**src/rtl/fetch_pkg.sv**
```systemverilog
// Shared types for the RV32I instruction-fetch stage: FSM state encoding,
// instruction size and the buffered {pc, instr} entry.
package fetch_pkg;

  typedef enum logic [1:0] {
    RUN  = 2'd0,  // no request outstanding
    WAIT = 2'd1,  // one request outstanding, response will be kept
    DROP = 2'd2,  // one request outstanding, response will be discarded
    HALT = 2'd3   // stopped on a misaligned redirect target
  } fetch_state_t;

  localparam int unsigned INSTR_BYTES = 4;

  typedef struct packed {
    logic [31:0] pc;
    logic [31:0] instr;
  } fetch_entry_t;

endpackage

```
**src/rtl/fetch_fifo.sv**
```systemverilog
// DEPTH-entry synchronous FIFO of fetch_entry_t. Flush empties it in one cycle,
// push and pop may happen together (also when full), count is the fill level.
// Pointers carry one extra wrap bit so full and empty are distinguishable.
module fetch_fifo
  import fetch_pkg::*;
#(
  parameter int unsigned DEPTH = 2
) (
  input  logic                     clk,
  input  logic                     rst,
  input  logic                     flush,
  input  logic                     push,
  input  fetch_entry_t             push_data,
  input  logic                     pop,
  output fetch_entry_t             head,
  output logic                     valid,
  output logic [$clog2(DEPTH):0]   count
);

  localparam int unsigned AW = $clog2(DEPTH);
  localparam logic [AW:0] FULL_CNT = (AW+1)'(DEPTH);

  fetch_entry_t mem_q [DEPTH];
  fetch_entry_t mem_d [DEPTH];
  logic [AW:0]  wr_ptr_q, wr_ptr_d;
  logic [AW:0]  rd_ptr_q, rd_ptr_d;
  logic         valid_q, valid_d;
  logic         do_push;
  logic         do_pop;

  assign count = wr_ptr_q - rd_ptr_q;
  assign head  = mem_q[rd_ptr_q[AW-1:0]];
  assign valid = valid_q;

  // Next-state for storage and pointers; flush overrides push and pop.
  always_comb begin
    mem_d    = mem_q;
    wr_ptr_d = wr_ptr_q;
    rd_ptr_d = rd_ptr_q;
    do_pop   = pop && (count != '0);
    do_push  = push && ((count != FULL_CNT) || do_pop);
    if (flush) begin
      wr_ptr_d = '0;
      rd_ptr_d = '0;
    end else begin
      if (do_push) begin
        mem_d[wr_ptr_q[AW-1:0]] = push_data;
        wr_ptr_d = wr_ptr_q + {{AW{1'b0}}, 1'b1};
      end else begin
        wr_ptr_d = wr_ptr_q;
      end
      if (do_pop) begin
        rd_ptr_d = rd_ptr_q + {{AW{1'b0}}, 1'b1};
      end else begin
        rd_ptr_d = rd_ptr_q;
      end
    end
    valid_d = (wr_ptr_d != rd_ptr_d);
  end

  // Storage, pointers and the registered head-valid flag.
  always_ff @(posedge clk or posedge rst) begin
    if (rst) begin
      for (int i = 0; i < DEPTH; i++) begin
        mem_q[i] <= '0;
      end
      wr_ptr_q <= '0;
      rd_ptr_q <= '0;
      valid_q  <= 1'b0;
    end else begin
      mem_q    <= mem_d;
      wr_ptr_q <= wr_ptr_d;
      rd_ptr_q <= rd_ptr_d;
      valid_q  <= valid_d;
    end
  end

endmodule

```
**src/rtl/fetch_unit.sv**
```systemverilog
// RV32I instruction-fetch stage. Owns the PC, keeps at most one word request
// in flight to instruction memory and buffers responses with their PCs for
// decode. Redirects flush the buffer and squash an in-flight response.
// Optional feature macro: FETCH_MISALIGN_CHECK_EN (misaligned redirect target
// raises sticky fetch_misalign and halts fetch until reset).
module fetch_unit
  import fetch_pkg::*;
#(
  parameter logic [31:0] RESET_PC = 32'h0000_0000,
  parameter int unsigned DEPTH    = 2
) (
  input  logic        clk,
  input  logic        rst,
  output logic        imem_req_valid,
  input  logic        imem_req_ready,
  output logic [31:0] imem_req_addr,
  input  logic        imem_resp_valid,
  input  logic [31:0] imem_resp_data,
  input  logic        redirect_valid,
  input  logic [31:0] redirect_target,
  output logic        dec_valid,
  output logic [31:0] dec_instr,
  output logic [31:0] dec_pc,
  input  logic        dec_ready
`ifdef FETCH_MISALIGN_CHECK_EN
  ,
  output logic        fetch_misalign
`endif
);

  localparam int unsigned AW = $clog2(DEPTH);
  localparam logic [AW:0] FULL_CNT = (AW+1)'(DEPTH);

  fetch_state_t state_q, state_d;
  logic [31:0]  fetch_pc_q, fetch_pc_d;
  logic [31:0]  req_pc_q, req_pc_d;
  logic         misalign_q, misalign_d;

  logic         redirect_eff;
  logic         req_valid;
  logic         req_fire;
  logic         resp_keep;
  fetch_entry_t push_entry;
  fetch_entry_t head_entry;
  logic [AW:0]  fifo_count;

  assign imem_req_valid = req_valid;
  assign imem_req_addr  = fetch_pc_q;
  assign dec_instr      = head_entry.instr;
  assign dec_pc         = head_entry.pc;
`ifdef FETCH_MISALIGN_CHECK_EN
  assign fetch_misalign = misalign_q;
`endif

  // Request/response qualification; HALT ignores redirects entirely.
  always_comb begin
    redirect_eff = redirect_valid && (state_q != HALT);
    req_valid    = !rst && (state_q == RUN) && !redirect_valid && (fifo_count < FULL_CNT);
    req_fire     = req_valid && imem_req_ready;
    resp_keep    = (state_q == WAIT) && imem_resp_valid && !redirect_eff;
    push_entry   = '{pc: req_pc_q, instr: imem_resp_data};
  end

  // FSM next state and PC update; a redirect takes priority over everything.
  always_comb begin
    state_d    = state_q;
    fetch_pc_d = fetch_pc_q;
    req_pc_d   = req_pc_q;
    misalign_d = misalign_q;
    if (redirect_eff) begin
`ifdef FETCH_MISALIGN_CHECK_EN
      if (redirect_target[1:0] != 2'b00) begin
        state_d    = HALT;
        misalign_d = 1'b1;
      end else begin
        fetch_pc_d = redirect_target;
        state_d    = ((state_q == RUN) || imem_resp_valid) ? RUN : DROP;
      end
`else
      fetch_pc_d = {redirect_target[31:2], 2'b00};
      state_d    = ((state_q == RUN) || imem_resp_valid) ? RUN : DROP;
`endif
    end else begin
      case (state_q)
        RUN: begin
          if (req_fire) begin
            state_d    = WAIT;
            req_pc_d   = fetch_pc_q;
            fetch_pc_d = fetch_pc_q + 32'(INSTR_BYTES);
          end else begin
            state_d = RUN;
          end
        end
        WAIT, DROP: begin
          if (imem_resp_valid) begin
            state_d = RUN;
          end else begin
            state_d = state_q;
          end
        end
        HALT:    state_d = HALT;
        default: state_d = RUN;
      endcase
    end
  end

  // State, PC and flag registers.
  always_ff @(posedge clk or posedge rst) begin
    if (rst) begin
      state_q    <= RUN;
      fetch_pc_q <= RESET_PC;
      req_pc_q   <= RESET_PC;
      misalign_q <= 1'b0;
    end else begin
      state_q    <= state_d;
      fetch_pc_q <= fetch_pc_d;
      req_pc_q   <= req_pc_d;
      misalign_q <= misalign_d;
    end
  end

  fetch_fifo #(
    .DEPTH (DEPTH)
  ) u_fifo (
    .clk       (clk),
    .rst       (rst),
    .flush     (redirect_eff),
    .push      (resp_keep),
    .push_data (push_entry),
    .pop       (dec_ready),
    .head      (head_entry),
    .valid     (dec_valid),
    .count     (fifo_count)
  );

endmodule

```
**config.mk**
```make
export PLATFORM = sky130hd
export DESIGN_NAME = fetch_unit
export DESIGN_NICKNAME = d
export VERILOG_FILES = /design/src/rtl/fetch_pkg.sv /design/src/rtl/fetch_fifo.sv /design/src/rtl/fetch_unit.sv
export SDC_FILE = /design/constraint.sdc
export NUM_CORES = 1
export LEC_CHECK = 0
export CORE_ASPECT_RATIO = 1.1
export CORE_UTILIZATION = 50
export CTS_CLUSTER_DIAMETER = 30
export DETAILED_ROUTE_END_ITERATION = 10
export GPL_TIMING_DRIVEN = 1
export PLACE_DENSITY = 0.77
export REMOVE_ABC_BUFFERS = 1
export SETUP_SLACK_MARGIN = 0.2
export SYNTH_ARGS = -nofsm -noshare
export SYNTH_HDL_FRONTEND = slang
export SYNTH_SLANG_ARGS = --single-unit
export TNS_END_PERCENT = 30
```
**constraint.sdc**
```tcl
create_clock -name clk -period 10.9 [get_ports clk]
set_input_delay 2.18 -clock clk [delete_from_list [all_inputs] [get_ports clk]]
set_output_delay 2.18 -clock clk [all_outputs]
set_load 0.02 [all_outputs]
```
==> reports/qor.yml <==
cp_top_family: "buffers and inverters"
max_slew_margin_pct: 20.93
layout-drive-gt1-share_pct: 26.44
instances_no_fill: 1119
wl_per_cell_um: 16.91
grt_pass1_wl_um: 30740
finalMaxSlewViolations: 0
start_util_pct: 51.79
fillCellCount: 1351
cts_root_buf: "clkbuf_16"
yosys_most_used_dff: "dfrtp_1"
detailed_place_hpwl_um: 11650
die_w_um: 129.3
vdd_ir_drop_max_mv: 0.1189
reg2reg_setup_slack_ps: 7330
worstSetupPathType: "in -> out"
synth_cells: 733
nets: 948
layout_min_cycle_time_ps: 6113
yosysMostFrequentCell: "dfrtp_1"
cp-end-kind: "output port"
clock.fmax_mhz: 163.6
power.density_mw_per_mm2: 188.2
drc: 0
dieArea_mm2: 0.01836
tns_ps: 0
grt_setup_unrepaired: "false"
leakagePower_uw: 0.005088
antenna_cells: 0
worst_ep_arrival_time_ps: 3930
postSynthAreaPerCell_um2: 12.16
synth_common_cells: "dfrtp_1 (191), mux2_2 (186), nand2_1 (125), o21ai_0 (24), clkbuf_1 (18)"
async_reset_ff_share_pct: 100.0
hold_buffers: 0
cts.clk_slew.worst_paths_ps: 60
worst_path_largest_cell_delay_ps: 600
cp.required_ps: 8720
synth.distinct_cells: 53
crit_fanout: 3
drv_cap: 0
critical_path_buf_inv_count: 2
grt_overflow: 0
clock-skew-final_ps: 16.60
place_inst: 1088
slowest_stage: "clkdlybuf4s50_1"
synth_area_leaders: "dfrtp_1 (54%), mux2_2 (24%), nand2_1 (5.3%), buf_6 (2.0%), o21ai_0 (1.3%)"
hp-class: "reg -> reg"
syn_area_mm2: 0.008910
routed_wl_um: 18930
antenna_found_initial: 0
ios: 168
track_usage_pct: 21.67
synth_top_area_share_pct: 53.64
yosys_warnings: 0
ys_ff_latch: 191
post-cts-setup-buffers: 0
coreArea_mm2: 0.01720
viasPerCell: 5.457
die_h_um: 142.0
firstDrtPassIters: 4
clock_path_buffers: 2
yosys.area.top_type: "dfrtp_1"
cts_resized: 0
first_global_vias: 6124
worst_slew_pin_slew_ps: 1182
cp-start-kind: "primary input"
drtIter0Drc: 271
period_share_pct: 56.09
status: "finished, final reports clean"
crit_path_cell_trace: "clkdlybuf4s50_1, or3b_2, nor2_1, clkdlybuf4s50_1"
tritoncts: "yes"
rows: 50
portBuffers: 161
cts-buffers-inserted: 17
syn2layout_area_growth_pct: 25.74
place_congestion: 0.7637
cp_common_cell: "clkdlybuf4s50_1"
postRouteAntennaNets: 0
ys_seq_area_share_pct: 53.64
setup_viol: 0
grt_max_degree: 127
num_vias: 6106
cts.sinks: 191
clock_latency_ps: 440
hold_viol_final: 0
clock_tree.htree_level_count: 4
synth_edf_count: 0
[cell usage in the layout, fill, tap and decap left out, types with 9 or more instances in the layout]
cell type	netlist	layout
nand4_1	15	15
o311ai_1	9	9
nand2_1	125	125
clkbuf_16	0	17
o21ai_0	24	24
nor2_1	14	13
nand3_1	12	12
mux2_2	186	186
dfrtp_1	191	190
clkdlybuf4s50_1	0	161
[worst min-delay path: stages, from the launching register on]
cell,delay (ps)
dfrtp_1,360
nand2_1,50
nand2_1,60
[flip-flops by register name, indices dropped and copies added, names as in the netlist]
signal,cells
u_fifo.valid,1
state_q,2
req_pc_q,30
u_fifo.mem_q,124
imem_req_addr,30
u_fifo.rd_ptr_q,2
u_fifo.wr_ptr_q,2
[final cells by class]
| class | instances | area (um2) | area share [%] |
|---|---|---|---|
| clock buffers | 19 | 432.9 | 3.864 |
| clock inverters | 12 | 186.4 | 1.664 |
| inverters | 8 | 37.54 | 0.3350 |
| multi-input cells | 487 | 3806 | 33.97 |
| flip-flops and latches | 191 | 4783 | 42.70 |
| well taps | 234 | 292.8 | 2.613 |
| repair buffers | 168 | 1664 | 14.85 |
[stage by stage]
stage,worst slack (ps),hold slack [ps],util (%),area (um2),power [uW]
CTS,4773,497.7,65.12,11200,2125
detailed placement,4773,482.0,61.52,10580,1470
global placement,4784,480.2,61.52,10580,1456
finish,4787,498.9,65.12,11200,2109
floorplan,3521,459.0,-,8587,1217
global route,4718,506.6,65.12,11200,2202
[logic make-up after synthesis]
logic type / Yosys count / share of synthesized area (%)
AOI/OAI and AO/OA: 81 / 6.207
muxes: 191 / 24.07
DFF: 191 / 53.64
and+or+nand+nor: 195 / 9.999
xor gates and xnor gates: 11 / 1.250
adders and majority gates: 5 / 0.7021
buffers and inverters: 58 / 4.086
other: 1 / 0.04209
[final timing paths]
path                            cells after the start           endpoint                from
worst max-delay path                                4     imem_req_valid                 rst
worst min-delay path                                2       req_pc_q[20]        req_pc_q[20]
worst max register to register                      6   u_fifo.mem_q[83]  u_fifo.rd_ptr_q[0]
worst min register to register                      2       req_pc_q[20]        req_pc_q[20]
max in group asynchronous                           3  imem_req_addr[21]                 rst
min in group asynchronous                           2         state_q[1]                 rst
[power by group]
part	switching, uW	total [uW]	internal (uW)	leakage [uW]
logic	247	546	299	0.00229
registers	80.5	907	826	0.00250
clock network	269	655	386	0.000301
total	597	2110	1510	0.00509
[metal layers]
| layer | global-route usage [%] | vias up | share of wire (%) |
|---|---|---|---|
| met1 | 29.11 | 3051 | 45 |
| met3 | 4.361 | 17 | 5.9 |
| met5 | 0 | - | 0 |
| met4 | 7.554 | 0 | 1.2 |
| met2 | 34.92 | 170 | 48 |
| li1 | - | 2868 | - |
(Power assumes the default switching activity.)
